==> config.mk <==
export PLATFORM = sky130hd
export DESIGN_NAME = trap_ctrl_flat
export DESIGN_NICKNAME = d
export VERILOG_FILES = /design/src/rtl/trap_ctrl_if.sv /design/src/rtl/trap_ctrl.sv /design/src/flat_wrapper.sv
export SDC_FILE = /design/constraint.sdc
export NUM_CORES = 1
export LEC_CHECK = 0
export ABC_AREA = 1
export CAP_MARGIN = 40
export CORE_AREA = 2 2 129 131
export CTS_CLUSTER_SIZE = 16
export DETAILED_ROUTE_END_ITERATION = 10
export DIE_AREA = 0 0 131 133
export PLACE_DENSITY = 0.71
export SYNTH_ARGS = -nofsm -noshare
export SYNTH_HDL_FRONTEND = slang
export SYNTH_SLANG_ARGS = --single-unit
==> constraint.sdc <==
create_clock -name clk -period 7.75 [get_ports clk]
set_input_delay 2.325 -clock clk [delete_from_list [all_inputs] [get_ports clk]]
set_output_delay 2.325 -clock clk [all_outputs]
set_load 0.1 [all_outputs]
==> src/rtl/trap_ctrl_if.sv <==
// MEM-stage event, interrupt and CSR-file signals of the trap controller, grouped as one bundle.
// The master side is the pipeline/CSR file; the slave side is trap_ctrl.
interface trap_ctrl_if;
    logic        valid_mem;
    logic [31:0] pc_mem;
    logic [31:0] inst_mem;
    logic [31:0] addr_mem;
    logic        illegal_mem;
    logic        ecall_mem;
    logic        ld_mis_mem;
    logic        st_mis_mem;
    logic        mret_mem;
    logic        ext_irq;
    logic        timer_irq;
    logic [31:0] mstatus;
    logic [31:0] mtvec;
    logic [31:0] mepc;
    logic        trap;
    logic        mret;
    logic [31:0] mepc_in;
    logic [31:0] mcause_in;
    logic [31:0] mtval_in;
    logic        flush_all;
    logic        stall_req;
    logic        redirect_valid;
    logic [31:0] redirect_pc;

    modport master (
        output valid_mem, pc_mem, inst_mem, addr_mem,
        output illegal_mem, ecall_mem, ld_mis_mem, st_mis_mem, mret_mem,
        output ext_irq, timer_irq, mstatus, mtvec, mepc,
        input  trap, mret, mepc_in, mcause_in, mtval_in,
        input  flush_all, stall_req, redirect_valid, redirect_pc
    );

    modport slave (
        input  valid_mem, pc_mem, inst_mem, addr_mem,
        input  illegal_mem, ecall_mem, ld_mis_mem, st_mis_mem, mret_mem,
        input  ext_irq, timer_irq, mstatus, mtvec, mepc,
        output trap, mret, mepc_in, mcause_in, mtval_in,
        output flush_all, stall_req, redirect_valid, redirect_pc
    );
endinterface

==> src/rtl/trap_ctrl.sv <==
// Trap/mret sequencer: selects a MEM-stage event, strobes the CSR file in COMMIT, redirects fetch in REDIRECT.
// Latency: selection -> redirect_valid 2 cycles; no backpressure, events are ignored outside IDLE.
// Optional TRAP_VECTORED_EN: interrupts with mtvec[1:0]=01 vector to base + 4*cause.
module trap_ctrl (
    input  logic         clk,
    input  logic         rst,
    trap_ctrl_if.slave   bus
);
    typedef enum logic [1:0] {IDLE, COMMIT, REDIRECT} state_t;

    state_t      state, state_nxt;
    logic        ext_q, timer_q;
    logic        ext_pend, timer_pend;
    logic        is_mret_q;
    logic [31:0] mepc_r, mcause_r, mtval_r;
    logic [31:0] shadow_cause, shadow_tval;

    logic        sel, sel_mret, take_ext, take_timer, mie;
    logic [31:0] cause_nxt, tval_nxt, tvec_base, target_pc;

    assign mie = bus.mstatus[3];

    // Fixed-priority event selection, only while idle with a valid MEM instruction.
    always_comb begin
        sel        = 1'b0;
        sel_mret   = 1'b0;
        take_ext   = 1'b0;
        take_timer = 1'b0;
        cause_nxt  = 32'd0;
        tval_nxt   = 32'd0;
        if (state == IDLE && bus.valid_mem) begin
            sel = 1'b1;
            if (bus.illegal_mem) begin
                cause_nxt = 32'd2;
                tval_nxt  = bus.inst_mem;
            end else if (bus.ecall_mem) begin
                cause_nxt = 32'd11;
            end else if (bus.ld_mis_mem) begin
                cause_nxt = 32'd4;
                tval_nxt  = bus.addr_mem;
            end else if (bus.st_mis_mem) begin
                cause_nxt = 32'd6;
                tval_nxt  = bus.addr_mem;
            end else if (bus.mret_mem) begin
                sel_mret = 1'b1;
            end else if (mie && ext_pend) begin
                take_ext  = 1'b1;
                cause_nxt = 32'h8000_000B;
            end else if (mie && timer_pend) begin
                take_timer = 1'b1;
                cause_nxt  = 32'h8000_0007;
            end else begin
                sel = 1'b0;
            end
        end
    end

    always_comb begin
        state_nxt = state;
        case (state)
            IDLE:     if (sel) state_nxt = COMMIT;
            COMMIT:   state_nxt = REDIRECT;
            REDIRECT: state_nxt = IDLE;
            default:  state_nxt = IDLE;
        endcase
    end

    always_ff @(posedge clk or posedge rst) begin
        if (rst) state <= IDLE;
        else     state <= state_nxt;
    end

    always_ff @(posedge clk or posedge rst) begin
        if (rst) begin
            ext_q        <= 1'b0;
            timer_q      <= 1'b0;
            ext_pend     <= 1'b0;
            timer_pend   <= 1'b0;
            is_mret_q    <= 1'b0;
            mepc_r       <= 32'd0;
            mcause_r     <= 32'd0;
            mtval_r      <= 32'd0;
            shadow_cause <= 32'd0;
            shadow_tval  <= 32'd0;
        end else begin
            ext_q      <= bus.ext_irq;
            timer_q    <= bus.timer_irq;
            // A new edge arriving as the source is taken keeps the bit set.
            ext_pend   <= (ext_pend & ~take_ext) | (bus.ext_irq & ~ext_q);
            timer_pend <= (timer_pend & ~take_timer) | (bus.timer_irq & ~timer_q);
            if (sel) begin
                is_mret_q <= sel_mret;
                if (sel_mret) begin
                    mepc_r   <= bus.mepc;
                    mcause_r <= shadow_cause;
                    mtval_r  <= shadow_tval;
                end else begin
                    mepc_r       <= bus.pc_mem;
                    mcause_r     <= cause_nxt;
                    mtval_r      <= tval_nxt;
                    shadow_cause <= cause_nxt;
                    shadow_tval  <= tval_nxt;
                end
            end
        end
    end

    assign tvec_base = bus.mtvec & ~32'd3;

    always_comb begin
        target_pc = tvec_base;
`ifdef TRAP_VECTORED_EN
        if (mcause_r[31] && bus.mtvec[1:0] == 2'b01)
            target_pc = tvec_base + {mcause_r[29:0], 2'b00};
`else
        target_pc = tvec_base;
`endif
        if (is_mret_q) target_pc = bus.mepc;
    end

    assign bus.trap           = (state == COMMIT) && !is_mret_q;
    assign bus.mret           = (state == COMMIT) &&  is_mret_q;
    assign bus.mepc_in        = mepc_r;
    assign bus.mcause_in      = mcause_r;
    assign bus.mtval_in       = mtval_r;
    assign bus.flush_all      = sel || (state == COMMIT);
    assign bus.stall_req      = (state == COMMIT) || (state == REDIRECT);
    assign bus.redirect_valid = (state == REDIRECT);
    assign bus.redirect_pc    = (state == REDIRECT) ? target_pc : 32'd0;
endmodule
==> src/flat_wrapper.sv <==
// flat-port wrapper written by rule: the top's interface ports become plain ports
module trap_ctrl_flat 
  (clk, rst, bus_valid_mem, bus_pc_mem, bus_inst_mem, bus_addr_mem, bus_illegal_mem, bus_ecall_mem, bus_ld_mis_mem, bus_st_mis_mem, bus_mret_mem, bus_ext_irq, bus_timer_irq, bus_mstatus, bus_mtvec, bus_mepc, bus_trap, bus_mret, bus_mepc_in, bus_mcause_in, bus_mtval_in, bus_flush_all, bus_stall_req, bus_redirect_valid, bus_redirect_pc);
  trap_ctrl_if bus_i ();
  input  logic clk;
  input  logic rst;
  input wire logic [$bits(bus_i.valid_mem)-1:0] bus_valid_mem;
  input wire logic [$bits(bus_i.pc_mem)-1:0] bus_pc_mem;
  input wire logic [$bits(bus_i.inst_mem)-1:0] bus_inst_mem;
  input wire logic [$bits(bus_i.addr_mem)-1:0] bus_addr_mem;
  input wire logic [$bits(bus_i.illegal_mem)-1:0] bus_illegal_mem;
  input wire logic [$bits(bus_i.ecall_mem)-1:0] bus_ecall_mem;
  input wire logic [$bits(bus_i.ld_mis_mem)-1:0] bus_ld_mis_mem;
  input wire logic [$bits(bus_i.st_mis_mem)-1:0] bus_st_mis_mem;
  input wire logic [$bits(bus_i.mret_mem)-1:0] bus_mret_mem;
  input wire logic [$bits(bus_i.ext_irq)-1:0] bus_ext_irq;
  input wire logic [$bits(bus_i.timer_irq)-1:0] bus_timer_irq;
  input wire logic [$bits(bus_i.mstatus)-1:0] bus_mstatus;
  input wire logic [$bits(bus_i.mtvec)-1:0] bus_mtvec;
  input wire logic [$bits(bus_i.mepc)-1:0] bus_mepc;
  output wire logic [$bits(bus_i.trap)-1:0] bus_trap;
  output wire logic [$bits(bus_i.mret)-1:0] bus_mret;
  output wire logic [$bits(bus_i.mepc_in)-1:0] bus_mepc_in;
  output wire logic [$bits(bus_i.mcause_in)-1:0] bus_mcause_in;
  output wire logic [$bits(bus_i.mtval_in)-1:0] bus_mtval_in;
  output wire logic [$bits(bus_i.flush_all)-1:0] bus_flush_all;
  output wire logic [$bits(bus_i.stall_req)-1:0] bus_stall_req;
  output wire logic [$bits(bus_i.redirect_valid)-1:0] bus_redirect_valid;
  output wire logic [$bits(bus_i.redirect_pc)-1:0] bus_redirect_pc;
  assign bus_i.valid_mem = bus_valid_mem;
  assign bus_i.pc_mem = bus_pc_mem;
  assign bus_i.inst_mem = bus_inst_mem;
  assign bus_i.addr_mem = bus_addr_mem;
  assign bus_i.illegal_mem = bus_illegal_mem;
  assign bus_i.ecall_mem = bus_ecall_mem;
  assign bus_i.ld_mis_mem = bus_ld_mis_mem;
  assign bus_i.st_mis_mem = bus_st_mis_mem;
  assign bus_i.mret_mem = bus_mret_mem;
  assign bus_i.ext_irq = bus_ext_irq;
  assign bus_i.timer_irq = bus_timer_irq;
  assign bus_i.mstatus = bus_mstatus;
  assign bus_i.mtvec = bus_mtvec;
  assign bus_i.mepc = bus_mepc;
  assign bus_trap = bus_i.trap;
  assign bus_mret = bus_i.mret;
  assign bus_mepc_in = bus_i.mepc_in;
  assign bus_mcause_in = bus_i.mcause_in;
  assign bus_mtval_in = bus_i.mtval_in;
  assign bus_flush_all = bus_i.flush_all;
  assign bus_stall_req = bus_i.stall_req;
  assign bus_redirect_valid = bus_i.redirect_valid;
  assign bus_redirect_pc = bus_i.redirect_pc;
  trap_ctrl u_core (.clk(clk), .rst(rst), .bus(bus_i));
endmodule
==> impl_metrics.tcl <==
set metrics [dict create \
    max_slew_margin_pct 43.23 \
    start_util_pct 29.79 \
    required_ns 5.43 \
    drt-pass1-iter-count 5 \
    cp-startpoint "bus_valid_mem" \
    post-route-drc-count 0 \
    synthTopCellsByArea "dfrtp_1 39%, nand2_1 23%, nand3_1 7.1%" \
    p_per_area_nw_per_um2 462.3 \
    post_cts_resized 0 \
    maxCapViolCount 0 \
    crit_fanout 37 \
    finalCritPeriodShare_pct 82.60 \
    wl_per_cell_um 15.15 \
    hold_path_class "reg -> reg" \
    ir_worst_vdd_uv 342.6 \
    port_buffers 274 \
    setup_ws_ns 1.348 \
    holdCritStartpoint "u_core.ext_q" \
    crit_arrival_ns 4.08 \
    drive_gt1_share_pct 14.14 \
    ant_nets 0 \
    setup_viol 0 \
    async_flop_share_pct 100.0 \
    grt_pass1_wl_mm 29.80 \
    finalHoldViolCount 0 \
    synthDistinctLibCells 25 \
    coreArea_sq_um 16170 \
    antenna_found_initial 0 \
    die_x_um 131 \
    tritoncts.num_buffers 9 \
    skew_ns 0.009374 \
    synth_most_common_cell "nand2_1" \
    regToRegStartpoint "u_core.state[1]" \
    grt_start_max_net_pins 47 \
    syn_area_sq_um 4818 \
    yosys_warnings 0 \
    layout_min_cycle_time_ns 6.402 \
    gp_congestion 0.8403 \
    cts_tree "yes" \
    slew_violations 0 \
    crit_path_end_kind "output port" \
    grt_usage_pct 22.11 \
    synth_cells 708 \
    syn_avg_cell_area_sq_um 6.806 \
    rows 47 \
    grt.overflow.total 0 \
    grt_pass1_vias 6002 \
    tightest_slew_ns 0.8495 \
    yosys.area.top_type "dfrtp_1" \
    ctsHoldBuffers 0 \
    fillers 1318 \
    vias 5740 \
    nets 1250 \
    fmax_ghz 0.1562 \
    die_h_um 133 \
    rsz0062_at_grt "false" \
    root_buffer "clkbuf_16" \
    synth.cells.most_frequent "289 x nand2_1, 77 x inv_1, 76 x dfrtp_1" \
    htree_num_levels 3 \
    synth_top_area_share_pct 39.47 \
    critPathKind "in -> out" \
    viasPerCell 4.530 \
    wirelength_mm 19.20 \
    post_cts_buffers 0 \
    synth_edf_count 0 \
    tns_ns 0 \
    cts.sinks 76 \
    ys_seq_area_share_pct 39.47 \
    ios 335 \
    insertion_delay_ns 0.34 \
    synth_ff_type "dfrtp_1" \
    regArea_sq_um 1903 \
    clock_path_buffers 2 \
    worst_setup_path_start_kind "primary input" \
    cts.clk_slew.worst_paths_ns 0.06 \
    insertedDiodeCount 0 \
    multi_input_area_sq_um 2276 \
    power.leakage_nw 4.791 \
    ys_ff_latch 76 \
    area_growth_pct 100.4 \
    status "finished clean" \
    dpl.hpwl_mm 14.72 \
    post-place-ws_ns 1.306 \
    die_area_sq_um 17420 \
    first_iter_violations 252 \
]
## placed cells by master, fill, tap and decap left out
cell type / n
clkinv_2: 2
nor2_4: 2
nand4_4: 1
nand4_1: 33
a21oi_1: 31
buf_16: 37
inv_4: 1
conb_1: 27
ha_1: 5
nor2_2: 2
buf_12: 2
nand2_2: 3
clkbuf_16: 9
buf_4: 24
dfrtp_2: 1
clkdlybuf4s50_1: 254
nand2_4: 1
inv_1: 76
clkinvlp_4: 1
nor2_8: 1
bufinv_16: 2
clkinv_4: 2
nand3_1: 68
o21ai_0: 36
buf_8: 53
inv_2: 3
dfrtp_1: 75
nor2_1: 3
nor3_1: 2
nand3_4: 1
nand2_1: 289
## report_power, final
part / internal (W) / switching (W) / leakage, nW
Sequential: 0.000560 / 0.0000928 / 0.950
Combinational: 0.00123 / 0.00213 / 3.69
Clock: 0.000281 / 0.000170 / 0.151
## metal layers
| layer | track usage (%) | share of wire [%] | vias to the layer above |
|---|---|---|---|
| met2 | 39.55 | 52 | 283 |
| met4 | 9.043 | 2.7 | 0 |
| met3 | 4.812 | 7.5 | 43 |
| met1 | 25.11 | 38 | 2578 |
| li1 | - | - | 2836 |
| met5 | 0 | 0 | - |
## logic make-up (layout without fill, tap and decap cells)
logic type               Yosys count  in the layout  synth area share [%]
AND/OR/NAND/NOR                  406            406                 36.87
other                              1             27               0.07783
AO/OA/AOI/OAI                     67             67                 6.959
flip-flops                        76             76                 39.47
adder cells (fa/ha/maj)            5              5                 1.298
buffers and inverters            153            466                 15.32
## layout make-up
type	instances	share of cell area, %
timing repair buffer	370	47.41
multi-input combinational	505	23.57
sequential	76	19.71
inverter	81	3.188
tap	220	2.851
clock buffer	9	2.333
clock inverter	6	0.9331
## path summary, 6_finish.rpt
kind | cells after the start | to | slack (ns)
max | 6 | bus_flush_all | 1.35
min | 1 | u_core.ext_pend | 0.42
max reg2reg | 8 | u_core.bus.mtval_in[21] | 5.02
min reg2reg | 1 | u_core.ext_pend | 0.42
max in group asynchronous | 4 | u_core.is_mret_q | 4.77
min in group asynchronous | 3 | u_core.bus.mepc_in[25] | 2.38
## through the flow
step                std cells  total power [W]  area, sq um  hold slack (ns)  utilization [%]
finish                   1267         0.004464         9654           0.4171            59.70
floorplan                 734         0.002546         4916           0.3996                -
CTS                      1267         0.004493         9654           0.4177            59.70
global route             1267         0.004634         9654           0.4411            59.70
global placement         1161         0.003127         7505           0.4040            46.41
detailed placement       1252         0.004023         9339           0.4091            57.75
## registers in the layout, indices dropped and copies added (netlist names)
name,flops
u_core.timer_pend,1
u_core.bus.mtval_in,32
u_core.bus.mcause_in,5
u_core.timer_q,1
u_core.is_mret_q,1
u_core.state,2
u_core.bus.mepc_in,32
u_core.ext_q,1
u_core.ext_pend,1
## critical path, cell delays in order
cell and delay, ns:
clkdlybuf4s50_1 0.47, nand2_2 0.13, inv_4 0.36, nand2_4 0.32
nand2_1 0.24, buf_12 0.19
Power figures use the tool's default switching activity.
